$ cat src/rtl/lvds_tx_serializer.sv
// LVDS TX serializer: pulls 32-bit I/Q words from the TX FIFO, inserts sync bits
// and shifts each frame out MSB-first, two bits per DDR clock (16 clocks per frame).
module lvds_tx_serializer #(
    parameter logic [1:0] I_SYNC = 2'b10,
    parameter logic [1:0] Q_SYNC = 2'b01
) (
    input  logic        i_ddr_clk,
    input  logic        i_reset,
    input  logic        i_tx_en,
    input  logic        i_fifo_empty,
    output logic        o_fifo_pull,
    input  logic [31:0] i_fifo_data,
    output logic        o_tx_bit_rise,
    output logic        o_tx_bit_fall,
    output logic        o_frame_start,
    output logic        o_busy,
    input  logic        i_clear_underrun,
    output logic        o_underrun
);

    typedef enum logic [1:0] {
        IDLE = 2'd0,
        PULL = 2'd1,
        LOAD = 2'd2,
        TX   = 2'd3
    } state_t;

    state_t      state;
    state_t      state_next;
    logic [3:0]  phase;
    logic [31:0] shreg;
    logic        next_valid;
    logic        fifo_pull_q;
    logic        underrun_q;

    logic        data_ready;
    logic        pull_decide;
    logic        frame_end;
    logic [31:0] data_frame;
    logic        unused_sync_bits;

    assign data_ready  = i_tx_en & ~i_fifo_empty;
    assign pull_decide = (state == TX) && (phase == 4'd12);
    assign frame_end   = (state == TX) && (phase == 4'd15);
    assign data_frame  = {I_SYNC, i_fifo_data[29:16], Q_SYNC, i_fifo_data[13:0]};

    // The sync positions of the FIFO word are overwritten by the inserted sync patterns.
    assign unused_sync_bits = ^{i_fifo_data[31:30], i_fifo_data[15:14]};

    // NOTE: sequential state uses non-blocking assignments so every flop samples pre-edge values.
    always_ff @(posedge i_ddr_clk or posedge i_reset) begin
        if (i_reset) begin
            state <= IDLE;
        end else begin
            state <= state_next;
        end
    end

    always_comb begin
        state_next = state;
        case (state)
            IDLE:    if (data_ready) state_next = PULL;
            PULL:    state_next = LOAD;
            LOAD:    state_next = TX;
            TX:      if (frame_end && !next_valid && !i_tx_en) state_next = IDLE;
            default: state_next = IDLE;
        endcase
    end

    // Datapath: shift register, phase counter, pull strobe and look-ahead flag.
    always_ff @(posedge i_ddr_clk or posedge i_reset) begin
        if (i_reset) begin
            shreg       <= 32'h0;
            phase       <= 4'd0;
            next_valid  <= 1'b0;
            fifo_pull_q <= 1'b0;
        end else begin
            fifo_pull_q <= data_ready && ((state == IDLE) || pull_decide);

            if (pull_decide) begin
                next_valid <= data_ready;
            end else if (frame_end) begin
                next_valid <= 1'b0;
            end

            case (state)
                LOAD: begin
                    shreg <= data_frame;
                    phase <= 4'd0;
                end
                TX: begin
                    if (phase == 4'd15) begin
                        // Gapless reload; an empty slot becomes the sync-less idle frame.
                        shreg <= next_valid ? data_frame : 32'h0;
                        phase <= 4'd0;
                    end else begin
                        shreg <= {shreg[29:0], 2'b00};
                        phase <= phase + 4'd1;
                    end
                end
                default: begin
                    shreg <= 32'h0;
                    phase <= 4'd0;
                end
            endcase
        end
    end

    // Set wins over clear; only an idle frame sent while still enabled is an underrun.
    always_ff @(posedge i_ddr_clk or posedge i_reset) begin
        if (i_reset) begin
            underrun_q <= 1'b0;
        end else if (frame_end && !next_valid && i_tx_en) begin
            underrun_q <= 1'b1;
        end else if (i_clear_underrun) begin
            underrun_q <= 1'b0;
        end
    end

    always_comb begin
        o_tx_bit_rise = 1'b0;
        o_tx_bit_fall = 1'b0;
        o_frame_start = 1'b0;
        o_busy        = (state != IDLE);
        if (state == TX) begin
            o_tx_bit_rise = shreg[31];
            o_tx_bit_fall = shreg[30];
            o_frame_start = (phase == 4'd0);
        end
    end

    assign o_fifo_pull = fifo_pull_q;
    assign o_underrun  = underrun_q;

endmodule

$ cat config.mk
export PLATFORM = sky130hd
export DESIGN_NAME = lvds_tx_serializer
export DESIGN_NICKNAME = d
export VERILOG_FILES = /design/src/rtl/lvds_tx_serializer.sv
export SDC_FILE = /design/constraint.sdc
export NUM_CORES = 1
export LEC_CHECK = 0
export ABC_AREA = 1
export BUFFER_PORTS_ARGS = -buffer_cell sky130_fd_sc_hd__buf_4
export CORE_MARGIN = 2
export CORE_UTILIZATION = 35
export CTS_BUF_LIST = sky130_fd_sc_hd__clkbuf_4 sky130_fd_sc_hd__clkbuf_8
export CTS_CLUSTER_DIAMETER = 50
export CTS_CLUSTER_SIZE = 30
export DETAILED_ROUTE_END_ITERATION = 8
export GPL_ROUTABILITY_DRIVEN = 0
export PLACE_DENSITY_LB_ADDON = 0.3
export SLEW_MARGIN = 20
export SYNTH_ARGS = -nofsm -noshare
export SYNTH_HDL_FRONTEND = slang
export SYNTH_SLANG_ARGS = --single-unit
$ cat constraint.sdc
create_clock -name i_ddr_clk -period 3.4 [get_ports i_ddr_clk]
set_input_delay 0.51 -clock i_ddr_clk [delete_from_list [all_inputs] [get_ports i_ddr_clk]]
set_output_delay 0.51 -clock i_ddr_clk [all_outputs]
set_load 0.05 [all_outputs]
==> results.toml <==
[floorplan]
die-area_sq_um = 5640
initial_utilization_pct = 37.0
dieHeight_microns = 75.1
coreArea_sq_um = 4790
io_pins = 43
die_x_microns = 75.1
core.rowCount = 25

[sta]
layout_min_cycle_time_ns = 2.21
setup_viol = 0
grt_setup_unrepaired = "false"
timing.final.crit_share_pct = 64.9
worst_slew_pin_slew_ns = 0.514
slew_headroom_pct = 65.8
finalWorstSetupSlack_ns = 1.19
final_hold_viol_count = 0
clock_skew_ns = 0.00240
setup-tns-final_ns = 0
max_clock_freq_mhz = 453
slew_viol_final = 0

[critical_path]
critPathRequiredTime_ns = 2.89
rrSetupSlack_ns = 1.55
r2r-end = "shreg[14]"
reg2reg_depth = 9
path_class = "flip-flop to output port"
crit_path_max_fanout = 32
crit_start = "state[1]"
crit_path_start_kind = "flip-flop"
crit_path_end = "o_tx_bit_rise"
r2r-start = "phase[0]"
arrival_ns = 1.70
crit_path_end_kind = "output port"

[clock_network]
path_clk_slew_ns = 0.07
cts_resized = 0
cts.hold.buffers_added = 0
clk_path_buf_depth = 2
clock-root-buffer = "clkbuf_8"
cts_buffers = 5
cts.sinks = 41
clk-insertion-delay-late_ns = 0.28
h-tree-depth = 2
post-cts-setup-buffers = 0
cts_tree = "done"

[drt]
drt_iter0_markers = 83
postRouteAntennaNets = 0
via_per_inst = 4.44
firstDrtPassIters = 4
via_count = 1360
wire_per_inst_microns = 11.0
drc = 0
routed_wl_mm = 3.38

[global_routing]
grt_max_degree = 42
grt_use_total_pct = 13.9
grt_pass1_vias = 1332
grt_pass1_wl_mm = 5.82
grt_antenna_before_repair = 0
grt_overflow = 0

[run_status]
status = "finished clean"

[synth]
syn-instance-count = 201
ys.warnings.count = 0
synth_area_sq_um = 1770
avgSynthCellArea_sq_um = 8.81
yosysSeqAreaShare_pct = 58.0
synth_seq_cells = 41
syn_nets = 244
ys_types = 20

[worst_hold_path]
hold_class = "input pin to asynchronous set/reset pin"

[flow_run]
cap_violations = 0

[place]
port_buffers = 38
post-dp-hpwl_mm = 2.20
dp_slack_ns = 1.50
place_inst = 299

[finish]
area_growth_pct = 23.8
final_cells = 306
nNetsFinal = 282
n_antenna_cell = 0
drive_gt1_share_pct = 21.8

[power_and_ir_drop]
power_density_nw_per_um2 = 678
irDropWorstVdd_mv = 0.278
p_leak_nw = 1.22
layout make-up:
class	instances	area, sq um
fillers	489	2590
clock buffers	7	90.1
flip-flops and latches	41	1030
repair buffers	40	300
well taps	67	83.8
inverters	22	82.6
multi-input cells	129	609
synth_stat cells (all sizes together):
master,number,area share [%]
a21oi,2,0.57
or2,1,0.35
nand4,1,0.35
nor3,1,0.28
inv,22,4.7
clkbuf,1,0.21
o21ai,3,0.85
dfrtp,41,58
buf,8,2.8
o31ai,1,0.42
nand3,32,9.0
ha,6,4.2
nand2,71,15
nor2,10,2.4
o21a,1,0.42
worst min path at each step:
stage                      endpoint  slack (ns)  cells past startpoint      start
final                     shreg[15]        0.35                      3    i_reset
after global routing      shreg[15]        0.40                      3    i_reset
after CTS                 shreg[15]        0.37                      3    i_reset
after detailed placement  shreg[30]        0.47                      2  shreg[28]
after global placement    shreg[30]        0.45                      2  shreg[28]
after floorplan           shreg[15]        0.45                      2  shreg[13]
sequential cells by signal (all words and copies together), names as in the netlist:
register and count:
o_fifo_pull 1, o_underrun 1, next_valid 1, phase 4, shreg 32, state 2
where the power goes:
group          total, W  switching [W]  internal, W
Combinational  0.000476       0.000318     0.000158
Sequential     0.000687      0.0000533     0.000634
Clock          0.000324       0.000155     0.000169
Total           0.00149       0.000526     0.000960
cell families after synthesis:
family          count (synthesis)  synth area share, %
simple gates                  116                 27.9
flops                          41                 58.0
buf+inv                        31                 7.63
compound gates                  7                 2.26
fa+ha+maj                       6                 4.24
cells in the final DEF (no fill, tap or decap):
cell / n
nand4_1: 1
nand3_1: 32
buf_4: 40
o31ai_1: 1
clkbuf_8: 6
nor2_2: 2
nor3_1: 1
or2_2: 1
nand2_1: 70
a21oi_1: 2
clkbuf_4: 1
inv_1: 21
nor2_1: 8
o21a_1: 1
ha_1: 6
o21ai_0: 3
dfrtp_1: 41
inv_2: 1
nand2_4: 1
critical path, cell delays in order, from the launching register on:
cell     delay, ns
dfrtp_1       0.40
ha_1          0.29
buf_4         0.35
nand2_1       0.10
inv_1         0.07
buf_4         0.19
routing by layer:
layer | track usage, % | vias up | wire length (microns)
met1 | 17.2 | 631 | 1530
met2 | 23.4 | 30 | 1650
met4 | 5.36 | 0 | 42
li1 | - | 695 | -
met3 | 3.35 | 4 | 152
met5 | 0 | - | 0
per-stage QoR:
step / area, sq um / power (W) / util, % / hold slack, ns
final: 2190 / 0.00149 / 45.8 / 0.354
after detailed placement: 2100 / 0.00118 / 43.9 / 0.465
after floorplan: 1770 / 0.00106 / - / 0.448
after global routing: 2190 / 0.00161 / 45.8 / 0.402
after global placement: 2100 / 0.00117 / 43.9 / 0.452
after CTS: 2190 / 0.00152 / 45.8 / 0.371
Power figures use the tool's default switching activity.
